==> config.mk <==
export PLATFORM = sky130hd
export DESIGN_NAME = rv32i_instr_encoder_flat
export DESIGN_NICKNAME = d
export VERILOG_FILES = /design/src/rtl/rv32i_instr_encoder_pkg.sv /design/src/rtl/rv32i_instr_encoder_if.sv /design/src/rtl/rv32i_instr_encoder_instr_pack.sv /design/src/rtl/rv32i_instr_encoder.sv /design/src/flat_wrapper.sv
export SDC_FILE = /design/constraint.sdc
export NUM_CORES = 1
export LEC_CHECK = 0
export ABC_AREA = 1
export ABC_CLOCK_PERIOD_IN_PS = 1870
export BUFFER_PORTS_ARGS = -buffer_cell sky130_fd_sc_hd__buf_2
export CAP_MARGIN = 20
export CORE_AREA = 4 4 169 171
export CTS_CLUSTER_SIZE = 12
export DETAILED_ROUTE_END_ITERATION = 6
export DIE_AREA = 0 0 173 175
export PLACE_DENSITY = 0.48
export RECOVER_POWER = 25
export SETUP_SLACK_MARGIN = 0.5
export SYNTH_ARGS = -nofsm -noshare
export SYNTH_HDL_FRONTEND = slang
export SYNTH_SLANG_ARGS = --single-unit
export TNS_END_PERCENT = 30
==> constraint.sdc <==
create_clock -name clk -period 1.87 [get_ports clk]
set_clock_uncertainty 0.2 [all_clocks]
set_input_delay 0.187 -clock clk [delete_from_list [all_inputs] [get_ports clk]]
set_output_delay 0.187 -clock clk [all_outputs]
set_load 0.02 [all_outputs]
==> src/rtl/rv32i_instr_encoder_pkg.sv <==
// Shared types and RV32I encoding constants for the instruction encoder.
// Operation enum, opcode/funct fields and the buffered {instr, addr} entry.
package rv32i_pkg;

  typedef enum logic [3:0] {
    OP_ADDI = 4'd0,
    OP_ADD  = 4'd1,
    OP_SUB  = 4'd2,
    OP_AND  = 4'd3,
    OP_XOR  = 4'd4,
    OP_BEQ  = 4'd5,
    OP_BNE  = 4'd6,
    OP_JAL  = 4'd7,
    OP_JALR = 4'd8,
    OP_LUI  = 4'd9,
    OP_SB   = 4'd10,
    OP_LBU  = 4'd11
  } op_e;

  localparam logic [6:0] OPC_OP     = 7'b0110011;
  localparam logic [6:0] OPC_OP_IMM = 7'b0010011;
  localparam logic [6:0] OPC_LOAD   = 7'b0000011;
  localparam logic [6:0] OPC_STORE  = 7'b0100011;
  localparam logic [6:0] OPC_BRANCH = 7'b1100011;
  localparam logic [6:0] OPC_JAL    = 7'b1101111;
  localparam logic [6:0] OPC_JALR   = 7'b1100111;
  localparam logic [6:0] OPC_LUI    = 7'b0110111;

  localparam logic [2:0] F3_ADD_SUB = 3'b000;
  localparam logic [2:0] F3_XOR     = 3'b100;
  localparam logic [2:0] F3_AND     = 3'b111;
  localparam logic [2:0] F3_ADDI    = 3'b000;
  localparam logic [2:0] F3_JALR    = 3'b000;
  localparam logic [2:0] F3_LBU     = 3'b100;
  localparam logic [2:0] F3_SB      = 3'b000;
  localparam logic [2:0] F3_BEQ     = 3'b000;
  localparam logic [2:0] F3_BNE     = 3'b001;

  localparam logic [6:0] F7_BASE = 7'h00;
  localparam logic [6:0] F7_SUB  = 7'h20;

  typedef struct packed {
    logic [31:0] instr;
    logic [31:0] addr;
  } entry_t;

endpackage

==> src/rtl/rv32i_instr_encoder_if.sv <==
// Request/response bundle between a requester and the instruction encoder.
// Handshake: a transfer happens on a rising clk edge where valid && ready; the
// source holds payload stable while valid && !ready, ready never depends on valid.
interface rv32i_instr_encoder_if;
  logic        in_valid;
  logic        in_ready;
  logic [3:0]  in_op;
  logic [4:0]  in_rd;
  logic [4:0]  in_rs1;
  logic [4:0]  in_rs2;
  logic [31:0] in_imm;
  logic        out_valid;
  logic        out_ready;
  logic [31:0] out_instr;
  logic [31:0] out_addr;
  logic        err;

  modport master (
    output in_valid, in_op, in_rd, in_rs1, in_rs2, in_imm, out_ready,
    input  in_ready, out_valid, out_instr, out_addr, err
  );

  modport slave (
    input  in_valid, in_op, in_rd, in_rs1, in_rs2, in_imm, out_ready,
    output in_ready, out_valid, out_instr, out_addr, err
  );
endinterface

==> src/rtl/rv32i_instr_encoder_instr_pack.sv <==
// Combinational RV32I word builder: op + register fields + immediate -> word,
// plus flags for unknown op codes and immediates that do not fit their format.
module instr_pack
  import rv32i_pkg::*;
(
  input  logic [3:0]  op,
  input  logic [4:0]  rd,
  input  logic [4:0]  rs1,
  input  logic [4:0]  rs2,
  input  logic [31:0] imm,
  output logic [31:0] instr,
  output logic        illegal,
  output logic        range_err
);

  logic i_ok;
  logic b_ok;
  logic j_ok;

  // Fits when all bits above the format's sign bit replicate it; B/J must be even.
  assign i_ok = (imm[31:11] == {21{imm[11]}});
  assign b_ok = (imm[31:12] == {20{imm[12]}}) && !imm[0];
  assign j_ok = (imm[31:20] == {12{imm[20]}}) && !imm[0];

  always_comb begin
    instr     = '0;
    illegal   = 1'b0;
    range_err = 1'b0;
    case (op_e'(op))
      OP_ADD:  instr = {F7_BASE, rs2, rs1, F3_ADD_SUB, rd, OPC_OP};
      OP_SUB:  instr = {F7_SUB,  rs2, rs1, F3_ADD_SUB, rd, OPC_OP};
      OP_XOR:  instr = {F7_BASE, rs2, rs1, F3_XOR,     rd, OPC_OP};
      OP_AND:  instr = {F7_BASE, rs2, rs1, F3_AND,     rd, OPC_OP};
      OP_ADDI: begin
        instr     = {imm[11:0], rs1, F3_ADDI, rd, OPC_OP_IMM};
        range_err = !i_ok;
      end
      OP_JALR: begin
        instr     = {imm[11:0], rs1, F3_JALR, rd, OPC_JALR};
        range_err = !i_ok;
      end
      OP_LBU: begin
        instr     = {imm[11:0], rs1, F3_LBU, rd, OPC_LOAD};
        range_err = !i_ok;
      end
      OP_SB: begin
        instr     = {imm[11:5], rs2, rs1, F3_SB, imm[4:0], OPC_STORE};
        range_err = !i_ok;
      end
      OP_BEQ: begin
        instr     = {imm[12], imm[10:5], rs2, rs1, F3_BEQ, imm[4:1], imm[11], OPC_BRANCH};
        range_err = !b_ok;
      end
      OP_BNE: begin
        instr     = {imm[12], imm[10:5], rs2, rs1, F3_BNE, imm[4:1], imm[11], OPC_BRANCH};
        range_err = !b_ok;
      end
      OP_JAL: begin
        instr     = {imm[20], imm[10:1], imm[11], imm[19:12], rd, OPC_JAL};
        range_err = !j_ok;
      end
      OP_LUI:  instr = {imm[31:12], rd, OPC_LUI};
      default: illegal = 1'b1;
    endcase
  end

endmodule

==> src/rtl/rv32i_instr_encoder.sv <==
// RV32I instruction encoder: packs requests into words, tags each with a running
// write address and buffers {instr, addr} in a 2-entry FIFO for a memory loader.
module rv32i_instr_encoder
  import rv32i_pkg::*;
#(
  parameter logic [31:0] BASE_ADDR = 32'hBFC0_0000,
  parameter logic [31:0] ADDR_STEP = 32'd4
) (
  input  logic                  clk,
  input  logic                  rst_n,
  input  logic                  restart,
  rv32i_instr_encoder_if.slave  bus
);

  logic [31:0] pack_instr;
  logic        pack_illegal;
  logic        pack_range_err;

  entry_t      mem [2];
  logic [1:0]  count;
  logic        wr_ptr;
  logic        rd_ptr;
  logic [31:0] addr_cnt;
  logic        err_q;

  logic full;
  logic accept;
  logic enq;
  logic deq;

  instr_pack u_pack (
    .op        (bus.in_op),
    .rd        (bus.in_rd),
    .rs1       (bus.in_rs1),
    .rs2       (bus.in_rs2),
    .imm       (bus.in_imm),
    .instr     (pack_instr),
    .illegal   (pack_illegal),
    .range_err (pack_range_err)
  );

  // Full comes from the registered count, so a same-cycle dequeue never frees a slot.
  assign full          = (count == 2'd2);
  assign bus.in_ready  = rst_n && !full && !restart;
  assign accept        = bus.in_valid && bus.in_ready;
  assign enq           = accept && !pack_illegal;
  assign bus.out_valid = (count != 2'd0);
  assign deq           = bus.out_valid && bus.out_ready && !restart;
  assign bus.out_instr = mem[rd_ptr].instr;
  assign bus.out_addr  = mem[rd_ptr].addr;
  assign bus.err       = err_q;

  always_ff @(posedge clk or negedge rst_n) begin
    if (!rst_n) begin
      count    <= 2'd0;
      wr_ptr   <= 1'b0;
      rd_ptr   <= 1'b0;
      addr_cnt <= BASE_ADDR;
      err_q    <= 1'b0;
      mem[0]   <= '{instr: 32'd0, addr: BASE_ADDR};
      mem[1]   <= '{instr: 32'd0, addr: BASE_ADDR};
    end else if (restart) begin
      count    <= 2'd0;
      wr_ptr   <= 1'b0;
      rd_ptr   <= 1'b0;
      addr_cnt <= BASE_ADDR;
    end else begin
      if (enq) begin
        mem[wr_ptr] <= '{instr: pack_instr, addr: addr_cnt};
        wr_ptr      <= ~wr_ptr;
        addr_cnt    <= addr_cnt + ADDR_STEP;
      end
      if (deq) begin
        rd_ptr <= ~rd_ptr;
      end
      case ({enq, deq})
        2'b10:   count <= count + 2'd1;
        2'b01:   count <= count - 2'd1;
        default: count <= count;
      endcase
      if (accept && (pack_illegal || pack_range_err)) begin
        err_q <= 1'b1;
      end
    end
  end

endmodule

==> src/flat_wrapper.sv <==
// flat-port wrapper written by rule: the top's interface ports become plain ports
module rv32i_instr_encoder_flat import rv32i_pkg::*;
#(
  parameter logic [31:0] BASE_ADDR = 32'hBFC0_0000,
  parameter logic [31:0] ADDR_STEP = 32'd4
)
  (clk, rst_n, restart, bus_in_valid, bus_in_op, bus_in_rd, bus_in_rs1, bus_in_rs2, bus_in_imm, bus_out_ready, bus_in_ready, bus_out_valid, bus_out_instr, bus_out_addr, bus_err);
  rv32i_instr_encoder_if bus_i ();
  input  logic clk;
  input  logic rst_n;
  input  logic restart;
  input wire logic [$bits(bus_i.in_valid)-1:0] bus_in_valid;
  input wire logic [$bits(bus_i.in_op)-1:0] bus_in_op;
  input wire logic [$bits(bus_i.in_rd)-1:0] bus_in_rd;
  input wire logic [$bits(bus_i.in_rs1)-1:0] bus_in_rs1;
  input wire logic [$bits(bus_i.in_rs2)-1:0] bus_in_rs2;
  input wire logic [$bits(bus_i.in_imm)-1:0] bus_in_imm;
  input wire logic [$bits(bus_i.out_ready)-1:0] bus_out_ready;
  output wire logic [$bits(bus_i.in_ready)-1:0] bus_in_ready;
  output wire logic [$bits(bus_i.out_valid)-1:0] bus_out_valid;
  output wire logic [$bits(bus_i.out_instr)-1:0] bus_out_instr;
  output wire logic [$bits(bus_i.out_addr)-1:0] bus_out_addr;
  output wire logic [$bits(bus_i.err)-1:0] bus_err;
  assign bus_i.in_valid = bus_in_valid;
  assign bus_i.in_op = bus_in_op;
  assign bus_i.in_rd = bus_in_rd;
  assign bus_i.in_rs1 = bus_in_rs1;
  assign bus_i.in_rs2 = bus_in_rs2;
  assign bus_i.in_imm = bus_in_imm;
  assign bus_i.out_ready = bus_out_ready;
  assign bus_in_ready = bus_i.in_ready;
  assign bus_out_valid = bus_i.out_valid;
  assign bus_out_instr = bus_i.out_instr;
  assign bus_out_addr = bus_i.out_addr;
  assign bus_err = bus_i.err;
  rv32i_instr_encoder #(.BASE_ADDR(BASE_ADDR), .ADDR_STEP(ADDR_STEP)) u_core (.clk(clk), .rst_n(rst_n), .restart(restart), .bus(bus_i));
endmodule
==> summary.txt <==
Outcome
  – Result of the run: finished with violations
  – Failing checks: setup timing

Job
  – Max-cap check violation count: 0

Synthesis
  – Post-synth top area share: between 40% and 50%
  – Proportion of synthesized chip area in sequential cells: between 40% and 50%
  – Cells taking the most area after synthesis: sky130_fd_sc_hd__dfrtp_1 (40%), sky130_fd_sc_hd__nand2_1 (19%), sky130_fd_sc_hd__dfstp_2 (8.8%), sky130_fd_sc_hd__o21ai_0 (6.7%), sky130_fd_sc_hd__inv_1 (5.2%)
  – Most used standard cell by instance count after synthesis: sky130_fd_sc_hd__nand2_1
  – Number of flops mapped to enable cells by yosys: 0
  – Post-synth ARST share: 100.0%
  – Post-Syn Instances: between 1000 and 1500
  – Commonest cells in the synthesized netlist: sky130_fd_sc_hd__nand2_1 (413), sky130_fd_sc_hd__dfrtp_1 (130), sky130_fd_sc_hd__inv_1 (111)
  – Warnings from Yosys: 0
  – Total standard cell area after synthesis: between 8000 and 9000 sq um
  – Synth Area per Inst: between 7 and 8 sq um
  – Synth area leader: sky130_fd_sc_hd__dfrtp_1
  – Top FF cell, synth: sky130_fd_sc_hd__dfrtp_1
  – Flip-flop and latch count after synthesis: between 150 and 200
  – Number of different library cells in the post-synthesis netlist: 40

CTS
  – CTS HTree Levels: 4
  – Clock root cell: sky130_fd_sc_hd__clkbuf_16
  – Clock Pin Slew Worst Setup and Hold Paths: 0.06 ns
  – Max clock buf depth: 2
  – Number of buffers created by CTS: 17
  – Clock Sink Count: between 150 and 200
  – Clock network latency to the later pin of the worst-skew pair: ~0.43 ns
  – Clock tree from TritonCTS: done

Route
  – Routed length per instance: ~17 um
  – Routed WL: approximately 30000 um
  – Number of vias after detailed routing: between 8000 and 9000
  – Number of routed nets with antenna violations: 0
  – Number of DRC violations after detailed-routing iteration 0: around 530
  – Initial DRT Pass Iterations: 5
  – Via count normalized by instance count: between 4 and 5
  – Count of unresolved DRC violations after routing: 0

Placement
  – Pre-CTS setup slack: -0.2046 ns
  – Cell total after placement: ~1600
  – Port bufs: between 100 and 150
  – DPL Wire Length: between 15000 and 20000 um
  – Placer Congestion: about 0.87

Pwr
  – Switching Fraction: between 30% and 40%
  – Cell area power density: between 1000 and 1500 nW/um^2
  – Cell-internal power: around 9 mW
  – Net switching component of the power: approximately 4.8 mW
  – Power Total: between 10 and 15 mW
  – VDD IR max: 594.9 uV
  – Relative contribution of combinational cells to total power: a little under two fifths
  – Part of the power in registers: between 30 and 40%
  – Leakage component of the power: around 6.3 nW
  – Share of total power in the clock network: 28.2%

Die
  – Number of placement rows: 60
  – IO Count: between 100 and 150
  – Effective utilization at floorplan: ~30%
  – Chip height: 175 um
  – Core Box Area: 26880 sq um
  – Die ar.: a little over 30000 sq um
  – Horiz. Die Dim: between 150 and 200 um

Global route
  – Via count of the first global-routing pass: approximately 8000
  – Initial antenna violation count: 0
  – Overall Global Routing Usage: around 18%
  – Maximum number of pins on one net before global-route repair: 94
  – Congestion Overflow GR: 0
  – Global-route wire length before repair: 43470 um

Setup path
  – Most frequent CP cell: sky130_fd_sc_hd__buf_12
  – CP Cell Sequence: buf_12, buf_12, o21ai_2, buf_6
  – Largest incremental delay on the critical path: between 0.4 and 0.5 ns
  – Element type at the critical path end: output port
  – Endpoint required time on the critical path: between 1 and 1.5 ns
  – Critical path data arrival time: about 1.6 ns
  – Worst-path cell with the longest stage delay: sky130_fd_sc_hd__dfrtp_2
  – CP Launch Type: flip-flop
  – Largest fanout of any net on the critical path: 12
  – Cell depth of the worst flop-to-flop path: 12
  – Start-to-end type of the worst setup path: flip-flop to output port

Final layout
  – Share of layout cells above drive strength 1: 39.71%
  – Filler cells: about 2600
  – Total inserted antenna cells: 0
  – Growth of design area from synthesis to finish: 60.69%
  – Post-layout net count: 1419
  – Finished Core Util: around half
  – Non-filler instance count after layout: 1716

Timing
  – Worst hold slack: about 0.030 ns
  – Maximum frequency from static timing analysis: 0.5155 GHz
  – Final hold viol count: 0
  – RSZ-0062 raised after global routing: yes
  – Number of max-slew violations in the final report: 0
  – Slew Limit Headroom: 40.95%
  – Final critical-path share of the clock period: 103.7%
  – Transition time of the tightest slew-check pin: ~0.89 ns
  – Number of setup violations in the final report: 80
  – Min Clock Period, post-route: ~1.9 ns
  – Final Worst Setup Slack: -0.06988 ns

Min path
  – Hold/Removal Path Class: primary input to flip-flop
  – Worst hold path depth: 3
-- per-stage QoR --
| stage | cell area (sq um) | setup TNS [ns] |
|---|---|---|
| after CTS | 11510 | -1.101 |
| after global placement | 9554 | -3.327 |
| after global routing | 12960 | -12.17 |
| after floorplan | 8127 | 0 |
| final | 12960 | -1.906 |
| after detailed placement | 9554 | -4.013 |
-- cell type report --
| cell class | count | area [sq um] | area share (%) |
|---|---|---|---|
| multi-input combinational | 780 | 4417 | 34.07 |
| sequential | 157 | 3965 | 30.59 |
| timing repair buffer | 288 | 3002 | 23.16 |
| inverter | 117 | 489.2 | 3.774 |
| clock buffer | 22 | 464.2 | 3.581 |
| tap | 341 | 426.7 | 3.292 |
| clock inverter | 10 | 187.7 | 1.448 |
| timing repair inverter | 1 | 11.26 | 0.08687 |
-- state kept, by name, indices dropped and copies added, names as in the netlist --
signal,cells
u_core.addr_cnt,30
u_core.count,2
u_core.mem,122
u_core.bus.err,1
u_core.rd_ptr,1
u_core.wr_ptr,1
-- power by group through the flow --
stage               sequential [mW]  clock (mW)  combinational (mW)
floorplan                      4.61           0                2.17
CTS                            4.72        4.00                3.97
global route                   4.87        4.15                5.62
finish                         4.79        3.93                5.22
global placement               4.68           0                3.36
detailed placement             4.71           0                3.37
-- layer usage --
layer,vias to the layer above,share of wire (%),GRT usage [%]
li1,4051,-,-
met1,3981,44,23.51
met2,232,49,29.73
met3,39,4.8,4.046
met4,0,2.0,4.988
met5,-,0,0
-- cell families (layout without fill, tap and decap cells) --
logic type	Yosys count	after routing	share of synthesized area, %
simple gates	567	568	28.32
compound gates	207	207	13.54
buf+inv	163	438	8.593
flops	157	157	49.12
xor+xnor	2	2	0.2172
fa+ha+maj	1	1	0.1551
other cells	1	2	0.04649
-- placed cells by master (no fill, tap or decap), types with 8 or more instances in the layout --
| cell type | count |
|---|---|
| sky130_fd_sc_hd__inv_1 | 104 |
| sky130_fd_sc_hd__nand2_4 | 27 |
| sky130_fd_sc_hd__a31oi_1 | 18 |
| sky130_fd_sc_hd__nor2_4 | 15 |
| sky130_fd_sc_hd__nor3_1 | 9 |
| sky130_fd_sc_hd__clkbuf_16 | 28 |
| sky130_fd_sc_hd__o21ai_1 | 60 |
| sky130_fd_sc_hd__o21ai_0 | 38 |
| sky130_fd_sc_hd__dfrtp_1 | 128 |
| sky130_fd_sc_hd__a21oi_1 | 18 |
| sky130_fd_sc_hd__nor3_2 | 8 |
| sky130_fd_sc_hd__buf_12 | 18 |
| sky130_fd_sc_hd__o21ai_2 | 51 |
| sky130_fd_sc_hd__nand3_1 | 29 |
| sky130_fd_sc_hd__dfstp_2 | 27 |
| sky130_fd_sc_hd__dlygate4sd3_1 | 39 |
| sky130_fd_sc_hd__nand2_2 | 84 |
| sky130_fd_sc_hd__buf_16 | 12 |
| sky130_fd_sc_hd__buf_2 | 62 |
| sky130_fd_sc_hd__nand4_1 | 9 |
| sky130_fd_sc_hd__nor2_1 | 50 |
| sky130_fd_sc_hd__buf_6 | 56 |
| sky130_fd_sc_hd__nor2_2 | 15 |
| sky130_fd_sc_hd__nand2_1 | 302 |
| sky130_fd_sc_hd__buf_4 | 85 |
-- critical path: cells and delay by family, from the launching register on --
family / cells / cell delay (ns)
AOI/OAI and AO/OA: 1 / 0.18
buffers and inverters: 3 / 0.48
DFF: 1 / 0.45
-- final timing paths --
check	slack, ns	startpoint	endpoint
max in group asynchronous	0.39	rst_n	u_core.mem[119]
worst max register to register	-0.06	u_core.count[1]	u_core.mem[2]
worst min-delay path	0.03	restart	u_core.addr_cnt[12]
min in group asynchronous	0.40	rst_n	u_core.mem[109]
worst max-delay path	-0.07	u_core.rd_ptr	bus_out_instr[7]
worst min register to register	0.27	u_core.mem[88]	u_core.mem[88]
-- timing repair --
action | in CTS | in global routing
endpoints found under the hold margin | 170 | 0
gates resized for setup | 176 | 314
setup endpoints to repair | 220 | 285
hold buffers | 39 | 0
buffers inserted | 13 | 17
gates cloned | 10 | 16
pin swaps | 54 | 61
(Power assumes the default switching activity.)
